File: config.mk
export PLATFORM = sky130hd
export DESIGN_NAME = eth_tx_arbiter
export DESIGN_NICKNAME = d
export VERILOG_FILES = /design/src/rtl/eth_tx_arbiter.sv
export SDC_FILE = /design/constraint.sdc
export NUM_CORES = 1
export LEC_CHECK = 0
export CAP_MARGIN = 10
export CELL_PAD_IN_SITES_DETAIL_PLACEMENT = 0
export CELL_PAD_IN_SITES_GLOBAL_PLACEMENT = 1
export CORE_AREA = 2 2 74 76
export CTS_BUF_LIST = sky130_fd_sc_hd__clkbuf_4 sky130_fd_sc_hd__clkbuf_8
export DETAILED_ROUTE_END_ITERATION = 10
export DIE_AREA = 0 0 76 78
export PLACE_DENSITY_LB_ADDON = 0.1
export SKIP_CTS_REPAIR_TIMING = 1
export SYNTH_ARGS = -nofsm -noshare
export SYNTH_HDL_FRONTEND = slang
export SYNTH_SLANG_ARGS = --single-unit
File: constraint.sdc
create_clock -name clk -period 5.6 [get_ports clk]
set_input_delay 0.84 -clock clk [delete_from_list [all_inputs] [get_ports clk]]
set_output_delay 0.84 -clock clk [all_outputs]
set_load 0.02 [all_outputs]
File: src/rtl/eth_tx_arbiter.sv
// eth_tx_arbiter: round-robin arbiter that shares one Ethernet TX byte stream
// between NUM_REQ frame sources. The grant is held for a whole frame, an
// inter-frame gap is enforced after every frame end, and frames longer than
// MAX_BYTES are cut short. Any excess bytes are drained and discarded.
//
// Handshake: on every port, a byte moves on a rising clk edge when valid and
// ready are both 1. In XFER the granted source is wired straight through to
// the MAC, so req_ready[g] follows tx_ready. In DRAIN the arbiter accepts and
// discards the granted source's bytes on its own, until that source's last byte.
module eth_tx_arbiter #(
    parameter int NUM_REQ    = 4,
    parameter int IFG_CYCLES = 12,
    parameter int MAX_BYTES  = 1514,
    localparam int GW  = $clog2(NUM_REQ),
    localparam int CW  = $clog2(MAX_BYTES + 1),
    localparam int GCW = (IFG_CYCLES > 1) ? $clog2(IFG_CYCLES) : 1
) (
    input  logic                 clk,
    input  logic                 rst_n,
    input  logic [NUM_REQ-1:0]   req_valid,
    input  logic [NUM_REQ*8-1:0] req_data,
    input  logic [NUM_REQ-1:0]   req_last,
    output logic [NUM_REQ-1:0]   req_ready,
    output logic                 tx_valid,
    output logic [7:0]           tx_data,
    output logic                 tx_last,
    input  logic                 tx_ready,
    output logic [GW-1:0]        grant_id,
    output logic                 busy,
    output logic                 frame_done,
    output logic                 oversize,
    output logic [1:0]           state_dbg
);

    typedef enum logic [1:0] {
        ST_IDLE  = 2'd0,
        ST_XFER  = 2'd1,
        ST_DRAIN = 2'd2,
        ST_GAP   = 2'd3
    } state_t;

    // With no gap configured, a frame end returns straight to IDLE
    localparam state_t   FRAME_END  = (IFG_CYCLES == 0) ? ST_IDLE : ST_GAP;
    localparam int       GAP_LOAD_I = (IFG_CYCLES > 0) ? IFG_CYCLES - 1 : 0;
    localparam logic [GCW-1:0] GAP_LOAD = GCW'(GAP_LOAD_I);

    state_t          state_q;
    logic [GW-1:0]   grant_q;
    logic [GW-1:0]   next_gnt_d;
    logic [GW-1:0]   cand;
    logic [CW-1:0]   byte_cnt_q;
    logic [GCW-1:0]  gap_cnt_q;
    logic            frame_done_q;
    logic            oversize_q;
    logic [7:0]      req_bytes [NUM_REQ];
    logic            sel_valid;
    logic            sel_last;
    logic            at_max;

    // Split the packed data bus into one byte lane per requester
    always_comb begin
        for (int i = 0; i < NUM_REQ; i++) begin
            req_bytes[i] = req_data[8*i +: 8];
        end
    end

    assign sel_valid = req_valid[grant_q];
    assign sel_last  = req_last[grant_q];
    assign at_max    = (byte_cnt_q == CW'(MAX_BYTES - 1));

    // Round-robin pick. Scan from grant+1 upward; the nearest requester wins,
    // so the source that was just served comes last.
    always_comb begin
        next_gnt_d = grant_q;
        cand       = '0;
        for (int k = NUM_REQ; k >= 1; k--) begin
            cand = GW'((int'(grant_q) + k) % NUM_REQ);
            if (req_valid[cand]) begin
                next_gnt_d = cand;
            end
        end
    end

    // Combinational pass-through of the granted source in XFER; bytes are absorbed in DRAIN
    always_comb begin
        tx_valid  = 1'b0;
        tx_data   = 8'h00;
        tx_last   = 1'b0;
        req_ready = '0;
        case (state_q)
            ST_XFER: begin
                tx_valid           = sel_valid;
                tx_data            = req_bytes[grant_q];
                tx_last            = sel_last | at_max;
                req_ready[grant_q] = tx_ready;
            end
            ST_DRAIN: begin
                req_ready[grant_q] = 1'b1;
            end
            default: ;
        endcase
    end

    // Arbitration FSM, byte and gap counters, and the registered status pulses
    always_ff @(posedge clk) begin
        if (!rst_n) begin
            state_q      <= ST_IDLE;
            grant_q      <= GW'(NUM_REQ - 1);
            byte_cnt_q   <= '0;
            gap_cnt_q    <= '0;
            frame_done_q <= 1'b0;
            oversize_q   <= 1'b0;
        end else begin
            frame_done_q <= 1'b0;
            oversize_q   <= 1'b0;
            case (state_q)
                ST_IDLE: begin
                    if (|req_valid) begin
                        grant_q    <= next_gnt_d;
                        byte_cnt_q <= '0;
                        state_q    <= ST_XFER;
                    end
                end
                ST_XFER: begin
                    if (sel_valid && tx_ready) begin
                        byte_cnt_q <= byte_cnt_q + 1'b1;
                        if (sel_last) begin
                            frame_done_q <= 1'b1;
                            gap_cnt_q    <= GAP_LOAD;
                            state_q      <= FRAME_END;
                        end else if (at_max) begin
                            oversize_q <= 1'b1;
                            state_q    <= ST_DRAIN;
                        end
                    end
                end
                ST_DRAIN: begin
                    if (sel_valid && sel_last) begin
                        frame_done_q <= 1'b1;
                        gap_cnt_q    <= GAP_LOAD;
                        state_q      <= FRAME_END;
                    end
                end
                ST_GAP: begin
                    if (gap_cnt_q == '0) begin
                        state_q <= ST_IDLE;
                    end else begin
                        gap_cnt_q <= gap_cnt_q - 1'b1;
                    end
                end
                default: state_q <= ST_IDLE;
            endcase
        end
    end

    assign grant_id   = grant_q;
    assign busy       = (state_q != ST_IDLE);
    assign frame_done = frame_done_q;
    assign oversize   = oversize_q;
    assign state_dbg  = state_q;

endmodule
* After elaboration in Yosys (flattened, before gate mapping) *
Index checks and enable logic that the tools add are counted.

cells by class
  mux-type cells = 45
  bitwise logic cells = 6
  reduce and logical (&&, ||, !) cells = 15
  $add $sub $neg = 6
  eq/ne operators = 11
  $lt $le $gt $ge = 7

operators with widths
  cell                                                number
  two-way mux 8 bit                                   3
  two-way mux 11 bit                                  2
  case mux 11 bit (2 select lines)                    1
  two-way mux 2 bit                                   10
  binary-select mux 8 bit (select 2 bit)              1
  two-way mux 4 bit                                   4
  < comparator 2 x 3 -> 1 bit, second input constant  5
  two-way mux 1 bit                                   13
  binary-select mux 1 bit (select 2 bit)              6
  inequality test 2 bit, second input constant        6
  case mux 4 bit (3 select lines)                     1
  adder 11 x 1 -> 11 bit, second input constant       1
  equality test 11 bit, second input constant         1
  AND reduction 5 bit                                 2
  case mux 2 bit (4 select lines)                     1
  case mux 4 bit (2 select lines)                     1
  OR reduction 4 bit                                  2
  AND reduction 3 bit                                 2
  adder 2 x 1 -> 2 bit, second input constant         2
  adder 2 bit, second input constant                  2
  bitwise AND 4 bit                                   1
  equality test 2 bit, second input constant          2
  zero test 4 bit                                     1
  nonzero test 2 bit                                  2
  14 further kinds                                    18

word-level totals
  word-level logic and storage cells = 96
  input bits = 43
  output and inout port bits = 21
  flip-flop bits (word level) = 21

* Depth between registers and ports, before layout *
  word-level depth = 7
  depth in mapped cells = 8
  mapped depth without buffers = 7

* Worst setup path before layout *
OpenSTA, ideal clock, no wires.

  kind = register -> output
  from = register grant_q[0], in the netlist grant_id[0]
  to = output port tx_data[4]
  slack = 2.921 ns
  cell stages (with the launch flop) = 5
  data arrival time = 1.839 ns
  data required time = 4.760 ns
  buffers on the path = 2
  cells stage by stage = dfxtp_1 buf_2 buf_2 mux4_2 and2_1

on the way
  word-level cells in the longest chain between the ends = 5

ends and longest elaborated chain
  item                                                  line  RTL
  from (decl)                                           48    logic [GW-1:0] grant_q;
  from (signal assigned)                                108   grant_q <= GW'(NUM_REQ - 1);
  from (signal assigned)                                119   grant_q <= next_gnt_d;
  inverter 2 -> 3 bit (not written as such)             93    tx_data = req_bytes[grant_q];
  binary-select mux 8 bit (select 2 bit)                93
  two-way mux 8 bit (not written as such) (2 in a row)  93
  two-way mux 8 bit                                     90    case (state_q)
  to (decl)                                             25    output logic [7:0] tx_data,

Every way passes these cells. The select of a mux whose other input is x is not followed.

* Worst setup path after layout *
  from = input port req_valid[2]
  to = output port tx_valid

on the way
  word-level cells in the longest chain between the ends = 3

ends and longest elaborated chain
  item                                     line  RTL
  from (decl)                              20    input logic [NUM_REQ-1:0] req_valid,
  binary-select mux 1 bit (select 2 bit)   67    assign sel_valid = req_valid[grant_q];
  two-way mux 1 bit (not written as such)  67
  two-way mux 1 bit                        90
  to (decl)                                24    output logic tx_valid,

Every way passes these cells. The select of a mux whose other input is x is not followed.

==> impl_metrics.py <==
metrics = {
    "sta": {
        "skew_ns": 0.00462,
        "fin_setup_tns_ns": 0,
        "finalCritPeriodShare_pct": 63.8,
        "worst_slew_pin_slew_ns": 1.15,
        "setup_violations": 0,
        "final.min_clock_period_ns": 3.57,
        "slew_violations": 0,
        "setup_slack_ns": 2.03,
        "rsz0062_at_grt": "false",
        "hold_violations": 0,
        "fmax_ghz": 0.280,
        "slew_headroom_pct": 22.8,
    },
    "synth": {
        "syn_area_um2": 1770,
        "avgSynthCellArea_um2": 8.81,
        "ys_types": 45,
        "synth_edf_count": 0,
        "synthSimpleGateAreaFrac_pct": 24.1,
        "ys_top_cells_by_area": "dfxtp_1 24%, mux4_2 13%, ha_1 9.2%",
        "synthMuxAreaShare_pct": 18.0,
        "synth_largest_area_cell": "dfxtp_1",
        "synthArstFlopShare_pct": 0,
        "synth_compound_area_share_pct": 13.8,
        "synth_xor_area_share_pct": 4.45,
        "synth-seq-cells": 21,
        "synth_nets": 257,
        "synth_top_cell_area_share_pct": 23.7,
        "yosysSeqAreaShare_pct": 23.7,
        "synth_fa_ha_area_share_pct": 9.18,
        "synthCells": 201,
        "synth_ff_type": "dfxtp_1",
        "synth_top_family_by_area": "simple AND/OR/NAND/NOR gates",
        "ys_warn_count": 0,
    },
    "place": {
        "hpwl_um": 3600,
        "place_ws_ns": 2.03,
        "io_buffers": 63,
        "finalWeightedCongestion": 0.763,
    },
    "power": {
        "p_total_w": 0.000902,
        "ir_drop_v": 0.000247,
        "p_leak_nw": 0.957,
        "powerDensity_nw_per_um2": 363,
    },
    "die": {
        "ios": 64,
        "fp-row-count": 26,
        "initial_core_util_pct": 35.1,
        "dieArea_um2": 5930,
        "coreArea_um2": 5040,
        "fp.dieW_um": 76,
        "die_h_um": 78,
    },
    "final_layout": {
        "n_antenna_cell": 0,
        "finalNetCount": 316,
        "utilization_pct": 49.3,
        "drive_gt1_share_pct": 10.0,
        "area_growth_pct": 40.2,
    },
    "clock_network": {
        "htreeDepth": 1,
        "cts_buffers": 3,
        "clk_pin_slew_ns": 0.07,
        "clk_latency_ns": 0.26,
        "clk_path_buf_depth": 2,
        "clockRootBuffer": "clkbuf_8",
        "cts_sinks": 21,
        "cts_tree": "done",
    },
    "route": {
        "drtPass1Iterations": 4,
        "antenna_left": 0,
        "drt_iter0_drc": 71,
        "routed_wl_um": 4550,
        "num_vias": 1670,
        "wl_per_cell_um": 13.8,
        "vias_per_cell": 5.08,
        "drc": 0,
    },
    "grt": {
        "grt_first_pass_wirelength_um": 7640,
        "antenna_found_initial": 0,
        "grtUsageTotal_pct": 15.7,
        "first_global_vias": 1624,
        "grt_max_degree": 27,
        "overflow": 0,
    },
    "worst_setup_path": {
        "crit_required_ns": 4.76,
        "critPathMaxFanout": 9,
        "arrival_ns": 2.73,
        "cp-start-kind": "primary input",
        "endpoint_kind": "primary output",
        "path_class": "in2out",
    },
    "worst_hold_path": {
        "hold_class": "reg2reg",
    },
    "status": {
        "status": "completed",
    },
    "flow_run": {
        "drv_cap": 0,
    },
}
## worst max-delay path: stages
cell and delay (ns):
clkdlybuf4s50_1 0.56, mux4_2 0.57, and2_2 0.21, clkdlybuf4s50_1 0.54
## cell usage after synthesis (all sizes together), types with 4 or more instances
master,instances
nand3,6
buf,9
a211oi,7
xor2,9
nor4,4
nor2,20
and2,15
dfxtp,21
nand2,12
a21oi,10
and3,4
ha,13
inv,13
a31oi,4
mux4,10
nand4,4
mux2i,6
## layout by cell type, fill, tap and decap left out, types with 2 or more instances in the layout
cell type / netlist / layout
o22ai_1: 2 / 2
and2_1: 14 / 14
nor2b_1: 2 / 2
ha_1: 13 / 13
nand2b_1: 3 / 3
nand2_1: 12 / 12
buf_4: 2 / 2
o21ai_0: 3 / 3
inv_1: 13 / 13
clkdlybuf4s50_1: 0 / 63
nor2_1: 20 / 20
mux2_2: 3 / 3
xor2_1: 9 / 9
a311oi_1: 2 / 2
nor4_1: 4 / 4
nand3_1: 6 / 6
and3_1: 4 / 4
dfxtp_1: 21 / 21
nand4_1: 4 / 4
a21oi_1: 10 / 10
mux2i_1: 6 / 6
mux4_2: 10 / 10
a31oi_1: 4 / 4
a211oi_1: 7 / 7
clkbuf_8: 0 / 3
nor3_1: 2 / 2
## layer usage
layer	vias to the layer above	track usage (%)	wire length [um]
met2	29	29.0	2330
li1	844	-	-
met1	791	19.3	2050
met4	0	2.36	44
met3	6	2.91	125
met5	-	0	0
## kinds of logic (layout without fill, tap and decap cells)
logic type | after synthesis | count (layout)
DFF | 21 | 21
AOI/OAI and AO/OA | 36 | 36
and+or+nand+nor | 79 | 79
adders and majority gates | 13 | 13
muxes | 19 | 19
buffers and inverters | 24 | 82
xor gates and xnor gates | 9 | 9
## per-stage QoR
step,hold slack (ns),area [um2],instances
floorplan,0.472,1770,201
global placement,0.487,2430,325
CTS,0.519,2480,329
global route,0.539,2480,329
detailed placement,0.499,2430,325
finish,0.516,2480,329
## report_power, final
| part | internal, W | switching (W) |
|---|---|---|
| logic | 0.000285 | 0.000301 |
| clock network | 0.0000556 | 0.0000503 |
| registers | 0.000174 | 0.0000364 |
## worst paths after layout
kind	startpoint	to	slack (ns)	cells after the start
setup / recovery	req_valid[2]	tx_valid	2.03	4
hold / removal	byte_cnt_q[8]	byte_cnt_q[8]	0.52	2
setup reg to reg	state_dbg[1]	byte_cnt_q[10]	3.12	7
hold reg to reg	byte_cnt_q[8]	byte_cnt_q[8]	0.52	2
## cell type report
class / instances / area (um2)
clock buffers: 4 / 48.8
fillers: 494 / 2560
inverters: 13 / 48.8
multi-input cells: 156 / 1230
flip-flops and latches: 21 / 420
well taps: 70 / 87.6
repair buffers: 65 / 646
## flip-flops by register name, indices dropped and copies added (netlist names)
name / cells
byte_cnt_q: 11
frame_done: 1
gap_cnt_q: 4
grant_id: 2
oversize: 1
state_dbg: 2
Note: power is estimated with default switching activity, not from simulation.
